===== src/rtl/muldiv_pkg.sv =====
// muldiv_pkg: RV32M funct3 codes, sequencer states and operand-signedness helpers
package muldiv_pkg;

    localparam logic [2:0] F3_MUL    = 3'b000;
    localparam logic [2:0] F3_MULH   = 3'b001;
    localparam logic [2:0] F3_MULHSU = 3'b010;
    localparam logic [2:0] F3_MULHU  = 3'b011;
    localparam logic [2:0] F3_DIV    = 3'b100;
    localparam logic [2:0] F3_DIVU   = 3'b101;
    localparam logic [2:0] F3_REM    = 3'b110;
    localparam logic [2:0] F3_REMU   = 3'b111;

    typedef enum logic [1:0] {S_IDLE, S_CALC, S_FIX, S_DONE} state_t;

    function automatic logic is_signed_a(input logic [2:0] f3);
        return f3 == F3_MULH || f3 == F3_MULHSU || f3 == F3_DIV || f3 == F3_REM;
    endfunction

    function automatic logic is_signed_b(input logic [2:0] f3);
        return f3 == F3_MULH || f3 == F3_DIV || f3 == F3_REM;
    endfunction

    function automatic logic is_div(input logic [2:0] f3);
        return f3 == F3_DIV || f3 == F3_DIVU || f3 == F3_REM || f3 == F3_REMU;
    endfunction

    function automatic logic is_rem(input logic [2:0] f3);
        return f3 == F3_REM || f3 == F3_REMU;
    endfunction

endpackage


===== src/rtl/addsub_w.sv =====
// addsub_w: W-bit adder/subtractor shared by the multiply-add and divide-subtract steps
module addsub_w #(
    parameter int W = 33
) (
    input  logic [W-1:0] a_i,
    input  logic [W-1:0] b_i,
    input  logic         sub_i,
    output logic [W-1:0] y_o
);
    assign y_o = a_i + (b_i ^ {W{sub_i}}) + {{(W-1){1'b0}}, sub_i};
endmodule


===== src/rtl/muldiv_seq.sv =====
// muldiv_seq: iterative RV32M multiply/divide sequencer (radix-2 shift-add / restoring divide)
// with sign correction, RISC-V divide special cases and a start/done handshake.
module muldiv_seq
    import muldiv_pkg::*;
#(
    parameter int XLEN = 32
) (
    input  logic            clk,
    input  logic            reset,
    input  logic            start,
    input  logic [2:0]      funct3,
    input  logic [XLEN-1:0] op_a,
    input  logic [XLEN-1:0] op_b,
    output logic            busy,
    output logic            done,
    output logic [XLEN-1:0] result
);
    localparam int CNT_W = $clog2(XLEN) + 1;
    localparam logic [XLEN-1:0] MIN_NEG = {1'b1, {(XLEN-1){1'b0}}};

    state_t            state_q, state_d;
    logic [2:0]        f3_q, f3_d;
    logic [XLEN-1:0]   m_q, m_d;
    logic [XLEN-1:0]   result_q, result_d;
    logic [2*XLEN-1:0] prod_q, prod_d;
    logic [CNT_W-1:0]  cnt_q, cnt_d;
    logic              negp_q, negp_d;
    logic              negr_q, negr_d;

    logic              sa, sb, accept, div_zero, div_ovf, special, is_div_q;
    logic [XLEN-1:0]   abs_a, abs_b, special_res, rem_fix, fix_res;
    logic [XLEN:0]     add_x, add_y, sum;
    logic [2*XLEN-1:0] mul_step, div_step, prod_fix;

    assign sa     = is_signed_a(funct3) && op_a[XLEN-1];
    assign sb     = is_signed_b(funct3) && op_b[XLEN-1];
    assign abs_a  = sa ? -op_a : op_a;
    assign abs_b  = sb ? -op_b : op_b;
    assign accept = start && (state_q == S_IDLE || state_q == S_DONE);

    assign div_zero    = op_b == '0;
    assign div_ovf     = (funct3 == F3_DIV || funct3 == F3_REM) && op_a == MIN_NEG && op_b == '1;
    assign special     = is_div(funct3) && (div_zero || div_ovf);
    assign special_res = div_zero ? (is_rem(funct3) ? op_a : '1) : (is_rem(funct3) ? '0 : op_a);

    // Multiply adds m to the product high half; divide subtracts m from {remainder, next dividend bit}.
    assign is_div_q = is_div(f3_q);
    assign add_x    = is_div_q ? prod_q[2*XLEN-1:XLEN-1] : {1'b0, prod_q[2*XLEN-1:XLEN]};
    assign add_y    = {1'b0, m_q};

    addsub_w #(.W(XLEN + 1)) u_addsub (
        .a_i   (add_x),
        .b_i   (add_y),
        .sub_i (is_div_q),
        .y_o   (sum)
    );

    assign mul_step = {prod_q[0] ? sum : add_x, prod_q[XLEN-1:1]};
    assign div_step = sum[XLEN] ? {prod_q[2*XLEN-2:0], 1'b0}
                                : {sum[XLEN-1:0], prod_q[XLEN-2:0], 1'b1};

    // After division the high half holds the remainder and the low half the quotient.
    assign prod_fix = negp_q ? -prod_q : prod_q;
    assign rem_fix  = negr_q ? -prod_q[2*XLEN-1:XLEN] : prod_q[2*XLEN-1:XLEN];
    assign fix_res  = f3_q == F3_MUL ? prod_fix[XLEN-1:0]
                    : is_div_q ? (is_rem(f3_q) ? rem_fix : prod_fix[XLEN-1:0])
                    : prod_fix[2*XLEN-1:XLEN];

    always_comb begin
        state_d  = state_q;
        f3_d     = f3_q;
        m_d      = m_q;
        prod_d   = prod_q;
        cnt_d    = cnt_q;
        negp_d   = negp_q;
        negr_d   = negr_q;
        result_d = result_q;
        case (state_q)
            S_IDLE: state_d = S_IDLE;
            S_CALC: begin
                prod_d  = is_div_q ? div_step : mul_step;
                cnt_d   = cnt_q + CNT_W'(1);
                state_d = cnt_q == CNT_W'(XLEN - 1) ? S_FIX : S_CALC;
            end
            S_FIX: begin
                result_d = fix_res;
                state_d  = S_DONE;
            end
            S_DONE:  state_d = S_IDLE;
            default: state_d = S_IDLE;
        endcase
        if (accept) begin
            f3_d     = funct3;
            cnt_d    = '0;
            negp_d   = sa ^ sb;
            negr_d   = sa;
            m_d      = is_div(funct3) ? abs_b : abs_a;
            prod_d   = {{XLEN{1'b0}}, is_div(funct3) ? abs_a : abs_b};
            state_d  = special ? S_DONE : S_CALC;
            result_d = special ? special_res : result_q;
        end
    end

    always_ff @(posedge clk or posedge reset) begin
        if (reset) begin
            state_q  <= S_IDLE;
            f3_q     <= '0;
            m_q      <= '0;
            prod_q   <= '0;
            cnt_q    <= '0;
            negp_q   <= 1'b0;
            negr_q   <= 1'b0;
            result_q <= '0;
        end else begin
            state_q  <= state_d;
            f3_q     <= f3_d;
            m_q      <= m_d;
            prod_q   <= prod_d;
            cnt_q    <= cnt_d;
            negp_q   <= negp_d;
            negr_q   <= negr_d;
            result_q <= result_d;
        end
    end

    assign busy   = state_q == S_CALC || state_q == S_FIX;
    assign done   = state_q == S_DONE;
    assign result = result_q;

endmodule


===== config.mk =====
export PLATFORM = sky130hd
export DESIGN_NAME = muldiv_seq
export DESIGN_NICKNAME = d
export VERILOG_FILES = /design/src/rtl/muldiv_pkg.sv /design/src/rtl/addsub_w.sv /design/src/rtl/muldiv_seq.sv
export SDC_FILE = /design/constraint.sdc
export NUM_CORES = 1
export LEC_CHECK = 0
export CAP_MARGIN = 20
export CORE_ASPECT_RATIO = 1.2
export CORE_MARGIN = 4
export CORE_UTILIZATION = 50
export CTS_CLUSTER_SIZE = 8
export DETAILED_ROUTE_END_ITERATION = 7
export PLACE_DENSITY_LB_ADDON = 0.2
export SYNTH_ARGS = -nofsm -noshare
export SYNTH_HDL_FRONTEND = slang
export SYNTH_HIERARCHICAL = 1
export SYNTH_SLANG_ARGS = --single-unit

===== constraint.sdc =====
create_clock -name clk -period 5.2 [get_ports clk]
set_input_delay 0.52 -clock clk [delete_from_list [all_inputs] [get_ports clk]]
set_output_delay 0.52 -clock clk [all_outputs]
set_load 0.03 [all_outputs]

# Word-level counts from Yosys, hierarchy flattened
# Index checks and enable logic that the tools add are counted.
[classes]
mux = 27
bitwise_logic = 2
n_reduce_logical = 30
n_eq_ne = 17
addsub = 7
[op_table]
columns = ["cell", "count"]
rows = [
  ["32-bit 2-to-1 mux", 14],
  ["64-bit 2-to-1 mux", 5],
  ["32-bit negator", 3],
  ["33-bit 2-to-1 mux", 2],
  ["32-bit equality test, second input constant", 2],
  ["64-bit negator", 1],
  ["33-bit by 1-bit adder with 33-bit output", 1],
  ["33-bit adder", 1],
  ["32-bit by 33-bit bitwise XOR with 33-bit output", 1],
  ["32-bit logical NOT", 1],
  ["3-bit equality test, second input constant", 8],
  ["1-bit logical OR", 17],
  ["6-bit 2-to-1 mux", 2],
  ["6-bit by 1-bit adder with 6-bit output, second input constant", 1],
  ["6-bit by 5-bit equality test with 1-bit output, second input constant", 1],
  ["1-bit logical AND", 6],
  ["2-bit 2-to-1 mux", 3],
  ["2-bit one-hot mux with 3 select lines", 1],
  ["2-bit equality test, second input constant", 2],
  ["2-bit nonzero test", 2],
  ["3-bit by 1-bit equality test with 1-bit output, second input constant", 1],
  ["3-bit by 2-bit equality test with 1-bit output, second input constant", 1],
  ["3-bit logical NOT", 1],
  ["2-bit by 1-bit equality test with 1-bit output, second input constant", 1],
  ["5 further kinds", 5],
]
[word_totals]
output_inout_bits = 34
reg_bits = 141
word_cells = 91
input_bits = 70

# Logic depth before layout (Yosys ltp)
[depth]
word_depth = 11
ltp_mapped = 20

# Cells and area by module
# The synthesis kept the hierarchy.
[modules_own_cells]
columns = ["module", "area_each_um2", "n_inst", "cells_each"]
rows = [
  ["muldiv_seq", 13006.2, 1, 1675],
  ["addsub_w", 2398.6, 1, 340],
]

# Worst setup path before layout
# No wires, ideal clock.
[synth_timing]
path_type = "register to register"
from = "register f3_q[2]"
to = "register prod_q[56]"
required_time_ps = 5068
synth_period_minus_slack_ps = 4841
arrival_ps = 4709
path_buffers = 6
stages_incl_launch_ff = 21
slack_ps = 359
cell_sequence = "dfrtp_1 > clkbuf_1 > buf_1 > clkbuf_1 > clkbuf_1 > nand2_1 > o21ai_0 > mux2i_4 > fa_1 > nor2b_1 > o211a_1 > a211oi_1 > a211oi_1 > a221oi_1 > a311oi_1 > clkbuf_1 > buf_1 > mux2i_1 > a21oi_1 > mux2i_1 > nor2_1"
[synth_via]
elab_chain_len = 11
elab_cells_between_ends = 16
cone_classes = "add/sub (2); eq/ne (4); mux (6); bitwise (1); reduce/logical (3)"
[synth_rtl]
columns = ["element", "line", "rtl"]
rows = [
  ["from (decl)", "muldiv_seq.sv:22", "logic [2:0] f3_q, f3_d;"],
  ["from (signal assigned)", "muldiv_seq.sv:107", "f3_q <= '0;"],
  ["from (signal assigned)", "muldiv_seq.sv:116", "f3_q <= f3_d;"],
  ["3-bit equality test", "muldiv_pkg.sv:24", "return f3 == F3_DIV || f3 == F3_DIVU || f3 == F3_REM || f3 == F3_REMU;"],
  ["1-bit logical OR (2 in a row)", "muldiv_pkg.sv:24", ""],
  ["1-bit logical OR *", "muldiv_pkg.sv:24", ""],
  ["33-bit 2-to-1 mux *", "muldiv_seq.sv:48", "assign add_x = is_div_q ? prod_q[2*XLEN-1:XLEN-1] : {1'b0, prod_q[2*XLEN-1:XLEN]};"],
  ["net add_x[0]", "muldiv_seq.sv:32", "logic [XLEN:0] add_x, add_y, sum;"],
  ["33-bit adder *", "addsub_w.sv:10", "assign y_o = a_i + (b_i ^ {W{sub_i}}) + {{(W-1){1'b0}}, sub_i};"],
  ["33-bit by 1-bit adder with 33-bit output *", "addsub_w.sv:10", ""],
  ["net sum[32]", "muldiv_seq.sv:32", ""],
  ["64-bit 2-to-1 mux *", "muldiv_seq.sv:59", "assign div_step = sum[XLEN] ? {prod_q[2*XLEN-2:0], 1'b0}"],
  ["64-bit 2-to-1 mux *", "muldiv_seq.sv:81", "prod_d = is_div_q ? div_step : mul_step;"],
  ["64-bit 2-to-1 mux *", "muldiv_seq.sv:78", "case (state_q)"],
  ["64-bit 2-to-1 mux *", "muldiv_seq.sv:92", "if (accept) begin"],
  ["to (signal assigned)", "muldiv_seq.sv:118", "prod_q <= prod_d;"],
  ["to (decl)", "muldiv_seq.sv:25", "logic [2*XLEN-1:0] prod_q, prod_d;"],
]
# Mark *: on every way through the listed nets, which the timed path passes. The rest lies on a longest branch. The select of a mux whose other input is x is not followed.
# A chain may end at the register's enable or synchronous reset.

# Worst setup path after layout
[layout_timing]
from = "register f3_q[2]"
to = "register prod_q[33]"
[layout_via]
elab_chain_len = 11
elab_cells_between_ends = 16
cone_classes = "add/sub (2); eq/ne (4); mux (6); bitwise (1); reduce/logical (3)"
[layout_rtl]
columns = ["element", "line"]
rows = [
  ["3-bit equality test", "muldiv_pkg.sv:24"],
  ["1-bit logical OR (2 in a row)", "muldiv_pkg.sv:24"],
  ["1-bit logical OR *", "muldiv_pkg.sv:24"],
  ["33-bit 2-to-1 mux or 32-bit by 33-bit bitwise XOR with 33-bit output (tied branches)", "muldiv_seq.sv:48, addsub_w.sv:10"],
  ["33-bit adder", "addsub_w.sv:10"],
  ["33-bit by 1-bit adder with 33-bit output *", "addsub_w.sv:10"],
  ["net sum[32]", "muldiv_seq.sv:32"],
  ["64-bit 2-to-1 mux *", "muldiv_seq.sv:59"],
  ["64-bit 2-to-1 mux *", "muldiv_seq.sv:81"],
  ["64-bit 2-to-1 mux *", "muldiv_seq.sv:78"],
  ["64-bit 2-to-1 mux *", "muldiv_seq.sv:92"],
]
# Marked as above.

==> impl_results.md <==
- Vias in the first global route: 15,000
- Main flop type after synthesis: dfrtp_1
- Min Tclk post-route: 4650 ps
- RSZ-0062 raised after global routing: no
- H-tree Lvls: 4
- Max stage delay cell, worst path: dfrtp_4
- Critical Path, Cell by Cell: buf_4 -> xor2_1 -> inv_1 -> fa_1 -> nor2b_1 -> o211a_1 -> a211oi_1 -> a211oi_1 -> a221oi_1 -> a311oi_4 -> buf_4 -> mux2i_1 -> a21oi_1 -> mux2i_1 -> nor2_1
- Synthesized netlist cell count: 2,015
- Setup TNS: 0 ps
- Final nets: 2,116
- Final Skew: 18.3 ps
- Die height: 200 µm
- 1st-pass router iterations: 6
- Final wirelength: 58.1 mm
- Post-synthesis mux area share: 0.102
- GR Overflow Total: 0
- Maxcap violations: 0
- Synth Area in Simple Gates: 0.215
- Remaining antenna violation count: 0
- Synth Area in Adders: 0.0338
- Largest family of logic cells by synthesized area: compound AO/OA/AOI/OAI gates
- Final hold viol count: 0
- Worst Path Arrival: 4940 ps
- Total number of yosys warnings: 6
- Slew HR: 0.317
- WL met2: 26.8 mm
- Status: completed
- Crit-path max FO: 62
- Vias: 16,100
- DRC errors left: 0
- XOR/XNOR Fraction of Synth Area: 0.0955
- Register area share after synthesis: 0.229
- Clock Path Buffers: 2
- Drt wl/cell: 24.1 µm
- Period utilization: 0.894
- Clk_lat worst skew: 450 ps
- Fillers: 2,904
- Gr usage total: 0.333
- CTS tree: built
- Routability cong.: 1.04
- Worst-Margin Slew: 1020 ps
- Highest Signal Layer: met5
- Largest net degree at the start of global routing: 79
- Core box area: 30,500 µm²
- Critical Path RT: 5490 ps
- Post-Syn Nets: 2,126
- N_diodes: 0
- Die Width: 168 µm
- Initial Util: 0.505
- Syn-to-layout area delta: 12.0%
- Fin. max-slew vios: 0
- Hold-fix buffers, CTS: 0
- DRT iter0 DRCs: 1,926
- Final setup fails: 0
- Library cells used by synthesis: 90
- Fmax: 215 MHz
- Die area: 33,700 µm²
- Crit. Startpoint: f3_q[2]
- Share of cells above drive strength 1: 0.0783
- Crit path launch type: register
- Global-route wire length before repair: 89.3 mm
- Post-DP HPWL: 44.1 mm
- Met1 wire length: 23.4 mm
- Initial antenna violation count: 2
- CP Capture Type: register
- Worst reg2reg startpoint: f3_q[2]
- Post-Syn Area: 15,400 µm²
- CTS Buf Count: 17
- Register bit total from synthesis: 141
- CP Class: reg2reg
- Clk root buf: clkbuf_16
- Synth Area in Compound Gates: 0.268
- Post_cts resized: 0
- Hold crit path type: reg2reg
- # IOs: 104
- Avg Cell Area, Syn: 7.65 µm²
- Number of flops mapped to enable cells by yosys: 0
- Synth async-reset ratio: 1.00
- Port buffer count: 103
- Max incr delay on CP: 910 ps
- Vias per std cell: 6.67
- Reg clk slew, reported paths: 70 ps
- Clock sinks: 141
- Worst hold start: result[19]
- Cell Rows: 70
- Setup bufs post-CTS: 0
- WL met3: 4.56 mm
==> path summary, 6_finish.rpt <==
path	to	slack, ps	cells after the start
max reg2reg	prod_q[33]	550	15
max	prod_q[33]	550	15
min reg2reg	result[19]	480	2
max in group asynchronous	result[25]	3610	3
min	result[19]	480	2
min in group asynchronous	cnt_q[1]	560	2
==> critical path: cells and delay by family (launching register included) <==
kind | cells | cell delay, ps
fa+ha+maj | 1 | 450
simple gates | 2 | 270
mux | 2 | 420
xor+xnor | 1 | 260
buf+inv | 3 | 890
flops | 1 | 910
compound gates | 6 | 1260
==> placed cells by master, fill, tap and decap left out, types with 37 or more instances in the layout <==
| master | instances |
|---|---|
| a211oi_1 | 51 |
| a21oi_1 | 164 |
| buf_4 | 51 |
| clkdlybuf4s50_1 | 102 |
| dfrtp_1 | 139 |
| ha_1 | 39 |
| mux2i_1 | 121 |
| nand2_1 | 204 |
| nand3_1 | 37 |
| nor2_1 | 161 |
| nor3_1 | 53 |
| o211ai_1 | 41 |
| o21ai_0 | 148 |
| xnor2_1 | 69 |
| xor2_1 | 99 |
==> Yosys cell counts (15+ instances only) <==
master	count	area share
nand2_1	205	0.050
nand4_1	31	0.013
nor2b_1	33	0.013
inv_1	32	0.0078
a21o_1	23	0.011
dfrtp_1	141	0.23
a21oi_1	165	0.054
mux2_2	30	0.022
o21ai_0	148	0.048
and3_1	15	0.0061
nand3_1	37	0.012
a211oi_1	51	0.025
or4_1	19	0.0093
mux2i_1	121	0.079
xor2_1	99	0.056
a31oi_1	20	0.0081
ha_1	40	0.032
buf_2	15	0.0049
xnor2_1	69	0.039
nor3_1	54	0.018
nor2_1	161	0.039
buf_1	24	0.0058
o221ai_1	25	0.014
nor4_1	30	0.012
clkbuf_1	139	0.034
or3_1	23	0.0093
o211ai_1	41	0.020
o31ai_1	33	0.016
==> metal layers <==
metal	track usage	vias to the layer above
met5	0	-
li1	-	7420
met1	0.431	7658
met3	0.0594	173
met2	0.535	844
met4	0.166	4
==> registers in the layout, summed over array words and instances, names as in the netlist <==
name and cells:
result 32, negr_q 1, cnt_q 6, m_q 32, negp_q 1, prod_q 64
state_q 2, f3_q 3
==> logic make-up (layout without fill, tap and decap cells) <==
| logic type | Yosys count | in the layout |
|---|---|---|
| xor gates and xnor gates | 168 | 168 |
| other | 1 | 1 |
| adders and majority gates | 41 | 41 |
| DFF | 141 | 141 |
| AOI/OAI and AO/OA | 627 | 627 |
| and+or+nand+nor | 667 | 667 |
| buffers and inverters | 218 | 221 |
| muxes | 152 | 152 |
==> through the flow <==
stage | instances | setup slack (ps) | instance area (µm²) | hold slack [ps] | util
2_1_floorplan | 2015 | 359 | 15400 | 458 | -
3_3_place_gp | 2382 | 637 | 16600 | 467 | 0.546
3_5_place_dp | 2382 | 629 | 16600 | 472 | 0.546
4_1_cts | 2414 | 620 | 17200 | 487 | 0.566
5_1_grt | 2414 | 268 | 17200 | 502 | 0.566
6_report | 2414 | 551 | 17200 | 482 | 0.566
==> cell type report <==
cell class	count	area [µm²]	area share
tap	396	495	0.0287
clock buffer	19	433	0.0251
clock inverter	13	179	0.0104
sequential	141	3530	0.205
timing repair buffer	154	1410	0.0817
multi-input combinational	1656	11100	0.641
inverter	35	136	0.00791
Power is not shown: default switching activity piles up to over one toggle a cycle in this logic, so the estimate is an artifact.
